$ cat config.mk
export PLATFORM = sky130hd
export DESIGN_NAME = uart_frame_decoder
export DESIGN_NICKNAME = d
export VERILOG_FILES = /design/src/rtl/uart_frame_pkg.sv /design/src/rtl/uart_frame_buf.sv /design/src/rtl/uart_frame_decoder.sv
export SDC_FILE = /design/constraint.sdc
export NUM_CORES = 1
export LEC_CHECK = 0
export BUFFER_PORTS_ARGS = -buffer_cell sky130_fd_sc_hd__buf_2
export CORE_MARGIN = 4
export CORE_UTILIZATION = 40
export CTS_BUF_LIST = sky130_fd_sc_hd__clkbuf_16
export CTS_CLUSTER_SIZE = 16
export DETAILED_ROUTE_END_ITERATION = 8
export PLACE_DENSITY_LB_ADDON = 0.1
export SYNTH_ARGS = -nofsm -noshare
export SYNTH_HDL_FRONTEND = slang
export SYNTH_HIERARCHICAL = 1
export SYNTH_SLANG_ARGS = --single-unit
$ cat constraint.sdc
create_clock -name clk -period 3.25 [get_ports clk]
set_input_delay 0.325 -clock clk [delete_from_list [all_inputs] [get_ports clk]]
set_output_delay 0.325 -clock clk [all_outputs]
set_load 0.02 [all_outputs]
$ cat src/rtl/uart_frame_pkg.sv
// uart_frame_pkg: shared definitions for the UART frame decoder slice.
//   state_t           - decoder FSM state encoding (ST_SYNC .. ST_OUTPUT)
//   N_STATES          - number of FSM states
//   DEFAULT_SYNC_BYTE - default frame start marker
//   CHK_W             - checksum accumulator width
//   addr_w()          - address width for a register array of a given depth
package uart_frame_pkg;

  typedef enum logic [2:0] {
    ST_SYNC    = 3'd0,
    ST_LEN     = 3'd1,
    ST_PAYLOAD = 3'd2,
    ST_CHECK   = 3'd3,
    ST_OUTPUT  = 3'd4
  } state_t;

  localparam int unsigned N_STATES          = 5;
  localparam logic [7:0]  DEFAULT_SYNC_BYTE = 8'hA5;
  localparam int unsigned CHK_W             = 8;

  function automatic int unsigned addr_w(input int unsigned depth);
    return (depth > 1) ? $clog2(depth) : 1;
  endfunction

endpackage

$ cat src/rtl/uart_frame_buf.sv
// uart_frame_buf: DEPTH x 8 simple dual-port register array holding one
// frame's payload.
//   clk, rst  - clock, synchronous active-high reset (clears read register)
//   i_we      - write enable, i_waddr / i_wdata write address / data
//   i_re      - read enable, i_raddr read address
//   o_rdata   - registered read data; only changes on a clock with i_re=1,
//               so the consumer can hold it indefinitely under back-pressure
module uart_frame_buf
  import uart_frame_pkg::*;
#(
  parameter int unsigned DEPTH = 64,
  parameter int unsigned AW    = addr_w(DEPTH)
) (
  input  logic          clk,
  input  logic          rst,
  input  logic          i_we,
  input  logic [AW-1:0] i_waddr,
  input  logic [7:0]    i_wdata,
  input  logic          i_re,
  input  logic [AW-1:0] i_raddr,
  output logic [7:0]    o_rdata
);

  logic [7:0] r_mem [DEPTH];
  logic [7:0] r_rdata;

  always_ff @(posedge clk) begin
    if (i_we) begin
      r_mem[i_waddr] <= i_wdata;
    end
  end

  always_ff @(posedge clk) begin
    if (rst) begin
      r_rdata <= '0;
    end else if (i_re) begin
      r_rdata <= r_mem[i_raddr];
    end
  end

  assign o_rdata = r_rdata;

endmodule

$ cat src/rtl/uart_frame_decoder.sv
// uart_frame_decoder: store-and-forward deframer behind the UART receiver.
// Hunts for SYNC_BYTE, takes a length byte, buffers the payload, verifies
// an 8-bit zero-sum checksum (len + payload + chk == 0) and only then
// replays the payload as a valid/ready/last stream. Bad frames are dropped
// with a one-cycle error pulse.
//   clk, rst        - clock, synchronous active-high reset
//   s_valid/s_data/s_ready - byte stream in (s_ready low only while replaying)
//   m_valid/m_data/m_last/m_ready - payload stream out
//   err_len         - pulse: length byte 0 or above MAX_LEN
//   err_chk         - pulse: checksum mismatch
//   err_timeout     - pulse: inter-byte timeout mid-frame
// Optional feature macro: UART_FRAME_TIMEOUT_EN enables the inter-byte idle
// timeout (TIMEOUT_CYCLES); when undefined err_timeout is tied low and the
// decoder waits indefinitely mid-frame.
module uart_frame_decoder
  import uart_frame_pkg::*;
#(
  parameter int unsigned MAX_LEN        = 64,
  parameter logic [7:0]  SYNC_BYTE      = DEFAULT_SYNC_BYTE,
  parameter int unsigned TIMEOUT_CYCLES = 65536
) (
  input  logic       clk,
  input  logic       rst,
  input  logic       s_valid,
  input  logic [7:0] s_data,
  output logic       s_ready,
  output logic       m_valid,
  output logic [7:0] m_data,
  output logic       m_last,
  input  logic       m_ready,
  output logic       err_len,
  output logic       err_chk,
  output logic       err_timeout
);

  localparam int unsigned      PTR_W     = $clog2(MAX_LEN + 1);
  localparam int unsigned      AW        = addr_w(MAX_LEN);
  localparam logic [8:0]       MAX_LEN_V = 9'(MAX_LEN);
  localparam logic [PTR_W-1:0] PTR_ONE   = PTR_W'(1);

  if (MAX_LEN < 1 || MAX_LEN > 255) begin : g_bad_max_len
    $error("uart_frame_decoder: MAX_LEN must be 1..255");
  end
  if (TIMEOUT_CYCLES < 2) begin : g_bad_timeout
    $error("uart_frame_decoder: TIMEOUT_CYCLES must be at least 2");
  end

  state_t           r_state;
  state_t           w_state_nxt;
  logic [PTR_W-1:0] r_wr_ptr;
  logic [PTR_W-1:0] r_rd_ptr;
  logic [PTR_W-1:0] r_last_idx;
  logic [PTR_W-1:0] w_rd_nxt;
  logic [CHK_W-1:0] r_acc;
  logic             r_m_valid;
  logic             r_m_last;
  logic             r_err_len;
  logic             r_err_chk;

  logic             w_s_ready;
  logic             w_accept;
  logic             w_xfer;
  logic             w_len_bad;
  logic             w_chk_ok;
  logic             w_pay_done;
  logic             w_out_done;
  logic             w_timeout;

  logic             w_buf_we;
  logic             w_buf_re;
  logic [AW-1:0]    w_buf_raddr;
  logic [7:0]       w_buf_rdata;

  assign w_s_ready  = (r_state != ST_OUTPUT);
  assign w_accept   = s_valid & w_s_ready;
  assign w_xfer     = r_m_valid & m_ready;
  assign w_len_bad  = (s_data == 8'd0) || ({1'b0, s_data} > MAX_LEN_V);
  assign w_chk_ok   = ((r_acc + s_data) == '0);
  assign w_pay_done = (r_wr_ptr == r_last_idx);
  assign w_out_done = w_xfer & r_m_last;
  assign w_rd_nxt   = r_rd_ptr + PTR_ONE;

  // FSM state register
  always_ff @(posedge clk) begin
    if (rst) begin
      r_state <= ST_SYNC;
    end else begin
      r_state <= w_state_nxt;
    end
  end

  // FSM next-state logic
  always_comb begin
    w_state_nxt = r_state;
    unique case (r_state)
      ST_SYNC: begin
        if (w_accept && (s_data == SYNC_BYTE)) w_state_nxt = ST_LEN;
      end
      ST_LEN: begin
        if (w_accept) w_state_nxt = w_len_bad ? ST_SYNC : ST_PAYLOAD;
      end
      ST_PAYLOAD: begin
        if (w_accept && w_pay_done) w_state_nxt = ST_CHECK;
      end
      ST_CHECK: begin
        if (w_accept) w_state_nxt = w_chk_ok ? ST_OUTPUT : ST_SYNC;
      end
      ST_OUTPUT: begin
        if (w_out_done) w_state_nxt = ST_SYNC;
      end
      default: w_state_nxt = ST_SYNC;
    endcase
    if (w_timeout) w_state_nxt = ST_SYNC;
  end

  // Frame datapath: length, pointers, checksum, output handshake, errors.
  // r_last_idx holds len-1 so both the write and read sides compare the
  // current pointer against it directly.
  always_ff @(posedge clk) begin
    if (rst) begin
      r_wr_ptr   <= '0;
      r_rd_ptr   <= '0;
      r_last_idx <= '0;
      r_acc      <= '0;
      r_m_valid  <= 1'b0;
      r_m_last   <= 1'b0;
      r_err_len  <= 1'b0;
      r_err_chk  <= 1'b0;
    end else begin
      r_err_len <= 1'b0;
      r_err_chk <= 1'b0;
      unique case (r_state)
        ST_LEN: begin
          if (w_accept) begin
            r_acc      <= s_data;
            r_wr_ptr   <= '0;
            r_last_idx <= PTR_W'(s_data - 8'd1);
            r_err_len  <= w_len_bad;
          end
        end
        ST_PAYLOAD: begin
          if (w_accept) begin
            r_acc    <= r_acc + s_data;
            r_wr_ptr <= r_wr_ptr + PTR_ONE;
          end
        end
        ST_CHECK: begin
          if (w_accept) begin
            if (w_chk_ok) begin
              r_m_valid <= 1'b1;
              r_m_last  <= (r_last_idx == '0);
              r_rd_ptr  <= '0;
            end else begin
              r_err_chk <= 1'b1;
            end
          end
        end
        ST_OUTPUT: begin
          if (w_xfer) begin
            if (r_m_last) begin
              r_m_valid <= 1'b0;
              r_m_last  <= 1'b0;
            end else begin
              r_rd_ptr <= w_rd_nxt;
              r_m_last <= (w_rd_nxt == r_last_idx);
            end
          end
        end
        default: ;
      endcase
    end
  end

  // Read-ahead: the first beat is fetched on the checksum handshake and each
  // following beat on the transfer of the previous one, so the registered
  // read data is the presented beat and stays put while stalled.
  assign w_buf_we    = (r_state == ST_PAYLOAD) && w_accept;
  assign w_buf_re    = ((r_state == ST_CHECK) && w_accept && w_chk_ok) ||
                       ((r_state == ST_OUTPUT) && w_xfer && !r_m_last);
  assign w_buf_raddr = (r_state == ST_CHECK) ? '0 : w_rd_nxt[AW-1:0];

  uart_frame_buf #(
    .DEPTH (MAX_LEN),
    .AW    (AW)
  ) u_buf (
    .clk     (clk),
    .rst     (rst),
    .i_we    (w_buf_we),
    .i_waddr (r_wr_ptr[AW-1:0]),
    .i_wdata (s_data),
    .i_re    (w_buf_re),
    .i_raddr (w_buf_raddr),
    .o_rdata (w_buf_rdata)
  );

`ifdef UART_FRAME_TIMEOUT_EN
  localparam int unsigned TW = addr_w(TIMEOUT_CYCLES);

  logic [TW-1:0] r_idle;
  logic          r_err_timeout;
  logic          w_in_frame;

  assign w_in_frame = (r_state == ST_LEN) || (r_state == ST_PAYLOAD) ||
                      (r_state == ST_CHECK);
  assign w_timeout  = w_in_frame && !w_accept &&
                      (r_idle == TW'(TIMEOUT_CYCLES - 1));

  // Idle counter restarts on every accepted byte and on every state change
  always_ff @(posedge clk) begin
    if (rst) begin
      r_idle        <= '0;
      r_err_timeout <= 1'b0;
    end else begin
      r_err_timeout <= w_timeout;
      if (!w_in_frame || w_accept || (w_state_nxt != r_state)) begin
        r_idle <= '0;
      end else begin
        r_idle <= r_idle + TW'(1);
      end
    end
  end

  assign err_timeout = r_err_timeout;
`else
  assign w_timeout   = 1'b0;
  assign err_timeout = 1'b0;
`endif

  assign s_ready = w_s_ready;
  assign m_valid = r_m_valid;
  assign m_data  = w_buf_rdata;
  assign m_last  = r_m_last;
  assign err_len = r_err_len;
  assign err_chk = r_err_chk;

endmodule

==> results of run 1 <==
[timing repair]
action / 4_1_cts / 5_1_grt
hold endpoints to repair: 0 / 0
endpoints found under the setup margin: 0 / 8
buffers inserted: 0 / 0
resized for setup: 0 / 2
[Yosys cell counts (all sizes together) (6+ instances only)]
library cell    n  area share, %
mux2i         133            5.9
buf            43            1.2
a221o           8           0.35
nor3           12           0.31
o21ai          11           0.24
inv             6          0.099
nor3b          12           0.45
xnor2          13           0.50
edfxtp        512             68
a22oi          98            3.2
ha             12           0.66
nor2          109            1.8
a211oi         14           0.51
nor2b          10           0.28
dfxtp          44            3.9
nand2          29           0.48
nand2b         11           0.30
clkbuf         34           0.56
nand3          48            1.1
xor2           19           0.77
a21oi          22           0.50
nand4          25           0.72
mux4           64            6.5
[area by class of cell]
class                   instances  share of cell area (%)
clock buffers                  61                   5.789
well taps                     748                   3.549
inverters                       6                 0.08541
repair buffers                163                   4.982
flip-flops and latches        556                   61.64
multi-input cells             703                   22.83
clock inverters                43                   1.120
[logic make-up after synthesis]
kind of cell    after synthesis
compound gates              171
xor+xnor                     33
fa+ha+maj                    13
buf+inv                      83
flops                       556
mux                         198
other cells                   1
simple gates                287
[flip-flops by register name (all words and copies together), names as in the netlist, 3 cells and up]
name	count
r_acc	8
r_last_idx	7
r_rd_ptr	7
r_state	3
r_wr_ptr	7
u_buf/o_rdata	8
u_buf/r_mem	512
[per-stage QoR]
step / instance area (µm²) / utilization [%] / hold slack, ns / setup slack (ns) / instances
finish: 26370 / 47.40 / 0.1579 / 0.1885 / 2280
CTS: 26360 / 47.39 / 0.1267 / 0.007948 / 2280
global placement: 24540 / 44.11 / 0.4513 / -0.09943 / 2176
floorplan: 22660 / - / 0.4207 / 0.008181 / 1342
detailed placement: 24540 / 44.11 / 0.4602 / -0.1996 / 2176
global route: 26370 / 47.40 / 0.1785 / 0.05330 / 2280
[critical path, stage by stage (launching register included)]
cell	delay, ns
dfxtp_1	0.33
and3b_1	0.27
nor2_4	0.43
buf_4	0.41
mux4_2	0.55
a22oi_1	0.35
nand4_1	0.25
a221o_1	0.34
[routing by layer]
layer  routed length (µm)  track usage (%)  part of all wire (%)
met5                    0                0                     0
met4                 1247            4.906                   2.1
met2                27630            30.71                    47
met1                26840            27.95                    46
met3                 2525            2.808                   4.3
[power groups by stage]
| stage | registers (µW) | clock network [µW] | logic [µW] |
|---|---|---|---|
| 2_1_floorplan | 7960 | 0 | 43.9 |
| 3_3_place_gp | 7950 | 0 | 207 |
| 3_5_place_dp | 7960 | 0 | 212 |
| 4_1_cts | 7800 | 6530 | 212 |
| 5_1_grt | 7800 | 6840 | 225 |
| 6_report | 7800 | 6360 | 205 |
[worst min-delay path by stage]
stage | startpoint | endpoint | slack (ns)
6_report | s_valid | err_len$_SDFF_PP0_ | 0.16
5_1_grt | s_valid | err_len$_SDFF_PP0_ | 0.18
4_1_cts | s_valid | err_len$_SDFF_PP0_ | 0.13
3_5_place_dp | r_acc[4]$_SDFFE_PP0P_ | r_acc[4]$_SDFFE_PP0P_ | 0.46
3_3_place_gp | r_acc[4]$_SDFFE_PP0P_ | r_acc[4]$_SDFFE_PP0P_ | 0.45
2_1_floorplan | s_data[0] | r_last_idx[0]$_SDFFE_PP0P_ | 0.42
==> results.tsv, run 1 <==
stage	metric	value	unit
final_layout	most frequent cells in the layout	edfxtp_1 (512), mux2i_1 (133), buf_4 (127)	
clock_tree	H-tree Lvls	2	
power	Final Power	14370	µW
logic_synthesis	Yosys Warn Count	6	
clock_tree	worst skew pair latency	0.60	ns
sta	Total Neg Setup Slack	0	ns
logic_synthesis	post-synth net total	1367	
logic_synthesis	library cells used by synthesis	63	
logic_synthesis	asr flop ratio synth	0	%
logic_synthesis	Post-Synthesis Cells	1342	
sta	Max Clock Freq	0.3266	GHz
sta	post-layout min period	3.061	ns
drt	final WL	58.25	mm
sta	RSZ-0062 raised after global routing	no	
logic_synthesis	proportion of synthesized area in mux cells	12.42	%
drt	wire per inst	25.55	µm
min_path	hold path depth	3	
clock_tree	# hold bufs at CTS	0	
clock_tree	TritonCTS sink count	556	
logic_synthesis	Simple-Gate Fraction of Synth Area	6.405	%
global_routing	gr usage total	19.23	%
sta	worst-margin pin slew	0.9913	ns
logic_synthesis	post-synthesis sequential area ratio	71.74	%
global_routing	total gr overflow	0	
floorplanning	Die Span Y	246.0	µm
final_layout	area growth from synthesis to layout	16.38	%
power	Pleak	0.008485	µW
final_layout	FF/Latch Area	0.01626	mm²
status	status	complete, no violations	
setup_path	worst r2r src	r_state[2]$_SDFFE_PP0P_	
sta	max-slew violation total from the final report	0	
sta	Final setup viols	0	
floorplanning	Die Span X	246.0	µm
setup_path	Critical Path End	u_buf/o_rdata[0]$_SDFFE_PP0P_	
final_layout	area occupied by multi-input gates	0.006021	mm²
place	Post-DP HPWL	36.61	mm
power	clock power share	44.3	%
setup_path	RR Endpoint	u_buf/o_rdata[0]$_SDFFE_PP0P_	
floorplanning	I/O pin cnt	26	
logic_synthesis	Syn Area/Cell	16.88	µm²
sta	Tcrit/Tclk final	94.20	%
logic_synthesis	number of synthesized flops with an enable pin	512	
sta	Hold Vio Cnt, Final	0	
global_routing	initial antenna violation count	3	
setup_path	Max FO, Critical Path	14	
clock_tree	CTS tree	yes	
setup_path	critical path arrival	3.55	ns
logic_synthesis	Synth Area in Adders	0.7510	%
logic_synthesis	largest family of logic cells by synthesized area	multiplexers	
power	Max rail drop VDD	0.0003910	V
logic_synthesis	Synth Area in Compound Gates	5.467	%
floorplanning	core area	0.05563	mm²
global_routing	pin count of the biggest net entering global routing	71	
final_layout	Final #Nets	1513	
setup_path	worst setup path startpoint	r_state[2]$_SDFFE_PP0P_	
final_layout	n_diodes	0	
clock_tree	Root Driver	clkbuf_16	
place	Placer Congestion	0.7971	
logic_synthesis	post-synthesis cell area	0.02266	mm²
drt	Vias/cell	5.506	
floorplanning	die area	0.06052	mm²
drt	Initial DRC Count	888	
floorplanning	starting density of the core	40.73	%
setup_path	CP required	3.74	ns
setup_path	r2r setup slk	0.19	ns
setup_path	endpoint class of the critical path	flop	
drt	vias	12553	
power	PwrDens	545.0	mW/mm²
final_layout	commonest non-fill, non-tap cell in the layout	edfxtp_1	
place	PortBufs	24	
final_layout	fillcell total	4815	
power	combinational share of power	1.4	%
power	Sw Pwr	2861	µW
power	Switching Share	19.90	%
setup_path	R2R depth	7	
logic_synthesis	Seq cells post-synth	556	
logic_synthesis	Synth Flop Type	edfxtp_1	
sta	Clock Skews	0.01332	ns
drt	Residual DRC	0	
setup_path	startpoint types	flop	
setup_path	crit path kind	reg -> reg	
drt	Final ANT Viol Nets	0	
clock_tree	CTS buffer count	58	
final_layout	layout cells sized above 1	20.43	%
run	Max Cap Viol	0	
clock_tree	Bufs on Longest Clock Path	3	
power	P_int	11510	µW
min_path	Hold WC Path Type	in -> reg	
global_routing	vias in the first global route	12647	
logic_synthesis	Synth Area in XOR/XNOR	1.369	%
drt	drt pass-1 iters	5	
floorplanning	number of core rows	86	
power	Seq pwr share	54.3	%
global_routing	first-pass GRT wire length	85.69	mm
sta	Max-slew headroom	33.67	%
clock_tree	Worst-path clk slew	0.06	ns
Note: power is estimated with default switching activity, not from simulation.
==> run 2, diff against run 1 <==
Settings changed: PLACE_DENSITY from default to 0.6, PLACE_DENSITY_LB_ADDON 0.1 to default.
==> results.tsv, run 2 (same netlist as run 1, synthesis figures left out) <==
stage	metric	value	unit	change
final_layout	Final Cell Area	0.02616	mm²	was 0.02637 mm²
sta	Clock Skews	0.02748	ns	was 0.01332 ns
final_layout	final cell count without fillers	2248		was 2280
clock_tree	H-tree Lvls	2		unchanged
sta	Hold Vio Cnt, Final	0		unchanged
status	status	complete, no violations		unchanged
power	PwrDens	555.3	mW/mm²	was 545.0 mW/mm²
power	Max rail drop VDD	0.0003744	V	was 0.0003910 V
floorplanning	I/O pin cnt	26		unchanged
drt	drt pass-1 iters	5		unchanged
place	Post-DP HPWL	32.44	mm	was 36.61 mm
setup_path	endpoint class of the critical path	flop		unchanged
drt	Final ANT Viol Nets	0		unchanged
setup_path	CP required	3.74	ns	about the same
setup_path	crit path kind	reg -> reg		unchanged
floorplanning	Die Span Y	246.0	µm	unchanged
final_layout	commonest non-fill, non-tap cell in the layout	edfxtp_1		unchanged
final_layout	most frequent cells in the layout	edfxtp_1 (512), mux2i_1 (133), nor2_1 (106)		was edfxtp_1 (512), mux2i_1 (133), buf_4 (127)
final_layout	n_diodes	0		unchanged
global_routing	initial antenna violation count	5		was 3
floorplanning	die area	0.06052	mm²	unchanged
final_layout	Final #Nets	1480		was 1513
floorplanning	number of core rows	86		unchanged
power	Pleak	0.008344	µW	was 0.008485 µW
place	Placer Congestion	0.8044		was 0.7971
drt	Initial DRC Count	977		was 888
sta	Total Neg Setup Slack	0	ns	unchanged
final_layout	Largest Register	u_buf/r_mem		unchanged
global_routing	pin count of the biggest net entering global routing	71		unchanged
sta	max-slew violation total from the final report	0		unchanged
drt	wire per inst	23.54	µm	was 25.55 µm
place	placed cells	2144		was 2176
sta	Max-slew headroom	38.26	%	was 33.67%
sta	Max Clock Freq	0.3273	GHz	was 0.3266 GHz
setup_path	critical path arrival	3.54	ns	was 3.55 ns
final_layout	Core Util, Final	47.03	%	was 47.40%
clock_tree	Root Driver	clkbuf_16		unchanged
sta	RSZ-0062 raised after global routing	no		unchanged
place	PortBufs	24		unchanged
sta	post-layout min period	3.056	ns	was 3.061 ns
sta	Tcrit/Tclk final	94.02	%	was 94.20%
place	DP Area	0.02428	mm²	was 0.02454 mm²
drt	final WL	52.91	mm	was 58.25 mm
run	Max Cap Viol	0		unchanged
clock_tree	Worst-path clk slew	0.06	ns	about the same
clock_tree	TritonCTS sink count	556		unchanged
global_routing	total gr overflow	0		unchanged
global_routing	gr usage total	17.56	%	was 19.23%
clock_tree	Bufs on Longest Clock Path	3		unchanged
floorplanning	Die Span X	246.0	µm	unchanged
drt	Vias/cell	5.488		was 5.506
setup_path	startpoint types	flop		unchanged
sta	worst-margin pin slew	0.9226	ns	was 0.9913 ns
clock_tree	CTS buffer count	56		was 58
drt	Residual DRC	0		unchanged
final_layout	max reg flops	512		unchanged
final_layout	area growth from synthesis to layout	15.46	%	was 16.38%
floorplanning	core area	0.05563	mm²	unchanged
power	Final Power	14530	µW	was 14370 µW
global_routing	first-pass GRT wire length	79.61	mm	was 85.69 mm
final_layout	layout cells sized above 1	19.00	%	was 20.43%
min_path	Hold WC Path Type	in -> reg		unchanged
sta	Final setup viols	0		unchanged
clock_tree	worst skew pair latency	0.61	ns	was 0.60 ns
final_layout	fillcell total	4720		was 4815
clock_tree	CTS tree	yes		unchanged
drt	vias	12336		was 12553
global_routing	vias in the first global route	12336		was 12647
setup_path	Max FO, Critical Path	53		was 14
floorplanning	starting density of the core	40.73	%	unchanged
-- run 2: changes by cell type in the layout (fill, tap and decap cells not counted), sizes merged --
cell,previous run,this run
buf,163,131
bufinv,4,9
clkbuf,61,56
clkinv,23,20
clkinvlp,1,2
dlygate4sd3,0,1
inv,21,22
-- run 2: worst max-delay path, stage by stage (launching register included) --
cell     delay (ns)
dfxtp_1        0.50
ha_1           0.23
nor2b_1        0.18
nor2_1         0.11
nor2_4         0.17
buf_12         0.33
mux4_2         0.37
a22oi_1        0.44
nand4_1        0.25
a221o_1        0.35
-- run 2: path summary, 6_finish.rpt --
path                                               start                       endpoint  slack (ns)  depth (start not counted)
worst min-delay path                           s_data[1]          r_acc[1]$_SDFFE_PP0P_        0.19                          3
worst max-delay path            r_rd_ptr[0]$_SDFFE_PP0P_  u_buf/o_rdata[5]$_SDFFE_PP0P_        0.19                          9
worst min register to register     r_acc[3]$_SDFFE_PP0P_          r_acc[3]$_SDFFE_PP0P_        0.46                          2
worst max register to register  r_rd_ptr[0]$_SDFFE_PP0P_  u_buf/o_rdata[5]$_SDFFE_PP0P_        0.19                          9
-- run 2: what timing repair did --
item                                   in CTS  in global routing
setup buffers                               0                  0
resized for setup                           0                  0
hold buffers                                1                  0
endpoints found under the hold margin       1                  0
-- run 2: cell type report --
type | instances | area [µm²] | area share, %
well taps | 748 | 935.9 | 3.577
flip-flops and latches | 556 | 16260 | 62.14
inverters | 6 | 22.52 | 0.08609
multi-input cells | 703 | 6013 | 22.99
clock inverters | 47 | 474.2 | 1.813
repair buffers | 132 | 1059 | 4.046
clock buffers | 56 | 1401 | 5.357
-- run 2: stage by stage --
step	setup WS [ns]	hold WS [ns]
finish	0.1944	0.1943
global route	0.03065	0.1943
CTS	0.2749	0.1491
detailed placement	0.1779	0.4596
global placement	0.2270	0.4543
floorplan	0.008181	0.4207
-- run 2: routing by layer --
layer | up-vias | GRT usage (%) | share of wire, %
met5 | - | 0 | 0.038
met4 | 2 | 4.238 | 1.9
met3 | 74 | 3.243 | 6.4
met2 | 360 | 27.69 | 47
met1 | 6298 | 25.49 | 45
li1 | 5602 | - | -
-- run 2: power by group --
| group | total (µW) | leakage, µW | switching (µW) | internal (µW) |
|---|---|---|---|---|
| registers | 7800 | 0.00495 | 0.356 | 7800 |
| clock network | 6530 | 0.000968 | 2680 | 3850 |
| logic | 195 | 0.00242 | 163 | 32.1 |
